### config.mk
export PLATFORM = sky130hd
export DESIGN_NAME = jtag_dtm_tap
export DESIGN_NICKNAME = d
export VERILOG_FILES = /design/src/rtl/jtag_dtm_tap.sv
export SDC_FILE = /design/constraint.sdc
export NUM_CORES = 1
export LEC_CHECK = 0
export CORE_MARGIN = 2
export CORE_UTILIZATION = 29
export CTS_BUF_LIST = sky130_fd_sc_hd__clkbuf_4 sky130_fd_sc_hd__clkbuf_8 sky130_fd_sc_hd__clkbuf_16
export CTS_CLUSTER_DIAMETER = 120
export CTS_CLUSTER_SIZE = 10
export DETAILED_ROUTE_END_ITERATION = 8
export SLEW_MARGIN = 10
export SYNTH_ARGS = -nofsm -noshare
export SYNTH_HDL_FRONTEND = slang
export SYNTH_SLANG_ARGS = --single-unit
### constraint.sdc
create_clock -name clk -period 6.8 [get_ports clk]
set_clock_uncertainty 0.2 [all_clocks]
set_input_delay 1.02 -clock clk [delete_from_list [all_inputs] [get_ports clk]]
set_output_delay 1.02 -clock clk [all_outputs]
set_load 0.02 [all_outputs]
### src/rtl/jtag_dtm_tap.sv
// rtl/jtag_dtm_tap.sv - JTAG debug transport module: TCK-oversampled TAP controller driving a DMI request port
module jtag_dtm_tap #(
  parameter logic [31:0] IDCODE    = 32'h1e200a6d,
  parameter int          DMI_ABITS = 6
) (
  input  logic                   clk,
  input  logic                   rst,
  input  logic                   jtag_tck,
  input  logic                   jtag_tms,
  input  logic                   jtag_tdi,
  output logic                   jtag_tdo,
  output logic                   dmi_req_valid,
  input  logic                   dmi_req_ready,
  output logic [DMI_ABITS+33:0]  dmi_req_data,
  input  logic                   dmi_resp_valid,
  input  logic [31:0]            dmi_resp_data
);

  localparam int         DW        = DMI_ABITS + 34;
  localparam logic [4:0] IR_IDCODE = 5'h01;
  localparam logic [4:0] IR_DTMCS  = 5'h10;
  localparam logic [4:0] IR_DMI    = 5'h11;
  localparam logic [5:0] ABITS6    = 6'(DMI_ABITS);

  typedef enum logic [3:0] {
    S_EX2_DR = 4'h0, S_EX1_DR = 4'h1, S_SH_DR  = 4'h2, S_PAU_DR = 4'h3,
    S_SEL_IR = 4'h4, S_UPD_DR = 4'h5, S_CAP_DR = 4'h6, S_SEL_DR = 4'h7,
    S_EX2_IR = 4'h8, S_EX1_IR = 4'h9, S_SH_IR  = 4'hA, S_PAU_IR = 4'hB,
    S_RTI    = 4'hC, S_UPD_IR = 4'hD, S_CAP_IR = 4'hE, S_TLR    = 4'hF
  } tap_state_e;

  function automatic tap_state_e tap_next(input tap_state_e s, input logic tms);
    case (s)
      S_TLR:    return tms ? S_TLR    : S_RTI;
      S_RTI:    return tms ? S_SEL_DR : S_RTI;
      S_SEL_DR: return tms ? S_SEL_IR : S_CAP_DR;
      S_CAP_DR: return tms ? S_EX1_DR : S_SH_DR;
      S_SH_DR:  return tms ? S_EX1_DR : S_SH_DR;
      S_EX1_DR: return tms ? S_UPD_DR : S_PAU_DR;
      S_PAU_DR: return tms ? S_EX2_DR : S_PAU_DR;
      S_EX2_DR: return tms ? S_UPD_DR : S_SH_DR;
      S_UPD_DR: return tms ? S_SEL_DR : S_RTI;
      S_SEL_IR: return tms ? S_TLR    : S_CAP_IR;
      S_CAP_IR: return tms ? S_EX1_IR : S_SH_IR;
      S_SH_IR:  return tms ? S_EX1_IR : S_SH_IR;
      S_EX1_IR: return tms ? S_UPD_IR : S_PAU_IR;
      S_PAU_IR: return tms ? S_EX2_IR : S_PAU_IR;
      S_EX2_IR: return tms ? S_UPD_IR : S_SH_IR;
      default:  return tms ? S_SEL_DR : S_RTI;
    endcase
  endfunction

  logic [1:0]    tck_sync_q, tms_sync_q, tdi_sync_q;
  logic          tck_prev_q, tck_rise_q, tck_fall_q;
  tap_state_e    state_q;
  logic [4:0]    ir_q, ir_sr_q;
  logic [DW-1:0] dr_sr_q;
  logic [DMI_ABITS-1:0] last_addr_q;
  logic [31:0]   last_rdata_q;
  logic          pending_q, busy_q;

  logic          tms_s, tdi_s;
  logic [1:0]    dmi_status;
  logic [31:0]   dtmcs_cap;
  logic [DW-1:0] dr_capture, dr_shift;
  logic          dmi_upd, dtmcs_upd, pending_now;
  logic [1:0]    dr_op;

  assign tms_s       = tms_sync_q[1];
  assign tdi_s       = tdi_sync_q[1];
  assign dmi_status  = (busy_q || pending_q) ? 2'b11 : 2'b00;
  assign dtmcs_cap   = {14'b0, 2'b00, 1'b0, 3'd1, dmi_status, ABITS6, 4'd1};
  assign dr_op       = dr_sr_q[1:0];
  assign dmi_upd     = tck_fall_q && (state_q == S_UPD_DR) && (ir_q == IR_DMI);
  assign dtmcs_upd   = tck_fall_q && (state_q == S_UPD_DR) && (ir_q == IR_DTMCS);
  assign pending_now = pending_q && !dmi_resp_valid;

  always_comb begin
    dr_capture = '0;
    dr_shift   = dr_sr_q >> 1;
    case (ir_q)
      IR_IDCODE: begin dr_capture[31:0] = IDCODE;    dr_shift[31] = tdi_s; end
      IR_DTMCS:  begin dr_capture[31:0] = dtmcs_cap; dr_shift[31] = tdi_s; end
      IR_DMI: begin
        dr_capture     = {last_addr_q, last_rdata_q, dmi_status};
        dr_shift[DW-1] = tdi_s;
      end
      default:   dr_shift = {{(DW-1){1'b0}}, tdi_s};
    endcase
  end

  // TCK is oversampled: the registered edge strobes are the only TAP timing reference.
  always_ff @(posedge clk or negedge rst) begin
    if (!rst) begin
      tck_sync_q <= '0;
      tms_sync_q <= '0;
      tdi_sync_q <= '0;
      tck_prev_q <= 1'b0;
      tck_rise_q <= 1'b0;
      tck_fall_q <= 1'b0;
    end else begin
      tck_sync_q <= {tck_sync_q[0], jtag_tck};
      tms_sync_q <= {tms_sync_q[0], jtag_tms};
      tdi_sync_q <= {tdi_sync_q[0], jtag_tdi};
      tck_prev_q <= tck_sync_q[1];
      tck_rise_q <= tck_sync_q[1] & ~tck_prev_q;
      tck_fall_q <= ~tck_sync_q[1] & tck_prev_q;
    end
  end

  always_ff @(posedge clk or negedge rst) begin
    if (!rst) begin
      state_q  <= S_TLR;
      ir_q     <= IR_IDCODE;
      ir_sr_q  <= '0;
      dr_sr_q  <= '0;
      jtag_tdo <= 1'b0;
    end else begin
      if (tck_rise_q) begin
        case (state_q)
          S_CAP_IR: ir_sr_q <= 5'b00001;
          S_SH_IR:  ir_sr_q <= {tdi_s, ir_sr_q[4:1]};
          S_CAP_DR: dr_sr_q <= dr_capture;
          S_SH_DR:  dr_sr_q <= dr_shift;
          default:  ;
        endcase
        state_q <= tap_next(state_q, tms_s);
      end
      if (tck_fall_q) begin
        jtag_tdo <= (state_q == S_SH_IR) ? ir_sr_q[0] :
                    (state_q == S_SH_DR) ? dr_sr_q[0] : 1'b0;
        if (state_q == S_UPD_IR) ir_q <= ir_sr_q;
      end
      if (state_q == S_TLR) ir_q <= IR_IDCODE;
    end
  end

  // A response landing with an Update-DR is retired first, so it does not count as a collision.
  always_ff @(posedge clk or negedge rst) begin
    if (!rst) begin
      dmi_req_valid <= 1'b0;
      dmi_req_data  <= '0;
      last_addr_q   <= '0;
      last_rdata_q  <= '0;
      pending_q     <= 1'b0;
      busy_q        <= 1'b0;
    end else begin
      if (dmi_resp_valid) begin
        last_rdata_q <= dmi_resp_data;
        pending_q    <= 1'b0;
      end
      if (dmi_req_valid && dmi_req_ready) dmi_req_valid <= 1'b0;
      if (dmi_upd && dr_op != 2'b00) begin
        if (pending_now) begin
          busy_q <= 1'b1;
        end else if (!busy_q && dr_op != 2'b11) begin
          dmi_req_valid <= 1'b1;
          dmi_req_data  <= dr_sr_q;
          pending_q     <= 1'b1;
          last_addr_q   <= dr_sr_q[DW-1:34];
        end
      end
      if (dtmcs_upd) begin
        if (dr_sr_q[16] || dr_sr_q[17]) busy_q <= 1'b0;
        if (dr_sr_q[17]) begin
          pending_q     <= 1'b0;
          dmi_req_valid <= 1'b0;
        end
      end
    end
  end

endmodule

==> impl_metrics.toml <==
[placement]
place_area_um2 = 6970
dp_hpwl_mm = 8.95
portBuffers = 80
gp_congestion = 0.754
pre_cts_ws_ns = 3.27

[clocking]
cts_tree = "built"
clk_pin_slew_ns = 0.06
ctsHoldBuffers = 0
clockBufferDepth = 2
clockRootBuffer = "clkbuf_16"
clock-sinks = 139
cts_inserted_buffers = 17
clock_latency_ns = 0.42
cts_setup_buffers = 0
htree_levels = 4
post_cts_resized = 0

[yosys]
synth_edf_count = 0
yosysUniqueCellTypes = 50
avgSynthCellArea_um2 = 12.5
synth_flop_cell = "dfrtp_1"
seq_area_frac_synth_pct = 58.3
synth_area_um2 = 5980
synthArstFlopShare_pct = 100
ys_warn_count = 0
synth-seq-cells = 139
syn_nets = 518
synth_cells = 479

[setup_path]
crit_arrival_ns = 3.17
crit_fanout = 41
path_cells = "buf_2 -> nor2b_1 -> nand3b_4 -> mux2_4"
slowest_delay_ns = 0.77
cpMaxStageDelayCell = "nand3b_4"
critPathRequiredTime_ns = 6.89
path_class = "primary input to flip-flop"
crit_path_start = "dmi_resp_valid"
start_kind = "primary input"
reg2reg_from = "ir_q[1]"
end_kind = "flip-flop"

[die]
rows = 52
die_area_um2 = 21800
die_w_um = 148
io_pins = 81
start_util_pct = 29.5
core-area_um2 = 20200
fp.dieH_um = 148

[drt]
top_layer = "met4"
dr_total_vias = 3930
postRouteAntennaNets = 0
routed_wl_mm = 13.5
drt_iter0_markers = 306
wl_per_cell_um = 16.1
first_pass_iters = 4
wl_met3_um = 503
m1WireLength_mm = 6.46
met2_wirelength_mm = 6.38
viasPerCell = 4.71
route.detailed.drc = 0

[final_layout]
n_fill_cell = 1897
final_area_um2 = 7580
multi_input_area_um2 = 2300
final_common_cell = "dfrtp_1"
syn_to_final_growth_pct = 26.9
num-nets-final = 590
final_cell_mix = "134 x dfrtp_1, 78 x clkdlybuf4s50_1, 77 x nand2_1"
utilization_pct = 37.5
drive_gt1_share_pct = 21.5
diodes = 0
regArea_um2 = 3480

[sta]
fin_ws_ns = 3.72
fin_crit_ns = 3.08
setup_viol = 0
slew_headroom_pct = 43.4
rsz0062_at_grt = "no"
drv_slew = 0
hold_viol = 0
max_freq_mhz = 325
fin_crit_sh_pct = 45.3
tightestPinTransition_ns = 0.849
finalSetupTns_ns = 0

[hold_path]
hp-class = "flip-flop to flip-flop"
hold_path.startpoint = "tdi_sync_q[0]"

[global_routing]
grt_first_pass_wirelength_mm = 22.0
grt_max_degree = 78
grt.total_usage_pct = 13.0
antenna_found_initial = 0
first_global_vias = 4047
gr-total-overflow = 0

[status]
status = "completed"

[pwr]
ir_drop_mv = 0.161
power_density_nw_per_um2 = 313
p_leak_uw = 0.00350

[flow_run]
max-cap-violations = 0
## logic make-up (layout without fill, tap and decap cells)
kind of cell | after synthesis | in the layout | synth area share, %
compound gates | 98 | 98 | 10.5
xor+xnor | 2 | 2 | 0.293
buf+inv | 37 | 122 | 3.31
flops | 139 | 139 | 58.3
mux | 73 | 73 | 16.2
simple gates | 130 | 130 | 11.4
## Yosys cell counts (all sizes together), types with 2 or more instances
cell type,n,area [um^2]
o22ai,8,50.1
nor2b,9,56.3
nor3,5,25.0
a2111oi,2,17.5
nand4b,2,17.5
mux2,71,946
a21boi,2,15.0
nand2,77,289
a31oi,2,12.5
a21oi,13,65.1
nand3,2,10.0
nor2,11,41.3
dfstp,5,131
or3,2,12.5
a22oi,25,188
o41ai,3,26.3
inv,6,22.5
nand2b,5,31.3
or4b,2,20.0
clkbuf,16,60.1
dfrtp,134,3350
buf,15,115
nor4,5,76.3
mux2i,2,20.0
o31ai,2,15.0
nor3b,2,15.0
o21ai,32,160
and2,2,12.5
## path summary, 6_finish.rpt
check	end	slack (ns)	depth (start not counted)
max	dmi_req_data[13]	3.72	4
min	tdi_sync_q[1]	0.15	0
max reg2reg	dmi_req_data[13]	3.80	4
min reg2reg	tdi_sync_q[1]	0.15	0
max in group asynchronous	dmi_req_data[7]	4.71	2
min in group asynchronous	dmi_req_data[15]	0.44	1
## stage by stage
step | total power [uW] | hold WS, ns | cells
CTS | 2400 | 0.148 | 834
finish | 2370 | 0.147 | 834
detailed placement | 1440 | 0.135 | 802
floorplan | 1310 | 0.131 | 479
global route | 2490 | 0.165 | 834
global placement | 1420 | 0.134 | 802
## worst max-delay path: cells and delay by family
| family | cells | cell delay (ns) |
|---|---|---|
| multiplexers | 1 | 0.55 |
| AND/OR/NAND/NOR | 2 | 0.96 |
| buffers and inverters | 1 | 0.62 |
## state kept, by name, indices dropped and copies added, names as in the netlist, 4 cells and up
register,flops
ir_q,5
state_q,4
dmi_req_data,40
dr_sr_q,40
ir_sr_q,5
last_rdata_q,32
## where the power goes
part / internal, uW / switching [uW] / leakage [uW] / total (uW)
combinational: 162 / 182 / 0.00138 / 344
clock: 570 / 375 / 0.000302 / 945
sequential: 945 / 141 / 0.00181 / 1090
total: 1680 / 698 / 0.00350 / 2370
## area by class of cell
type | count | share of cell area [%]
multi-input combinational | 303 | 30.3
inverter | 6 | 0.297
tap | 270 | 4.46
timing repair buffer | 84 | 10.9
sequential | 139 | 46.0
clock buffer | 19 | 5.97
clock inverter | 13 | 2.08
## per-layer routing
metal | global-route usage (%) | vias up
li1 | - | 1844
met1 | 17.9 | 1989
met2 | 20.0 | 87
met3 | 3.73 | 10
met4 | 3.61 | 0
met5 | 0 | -
Note: power is estimated with default switching activity, not from simulation.
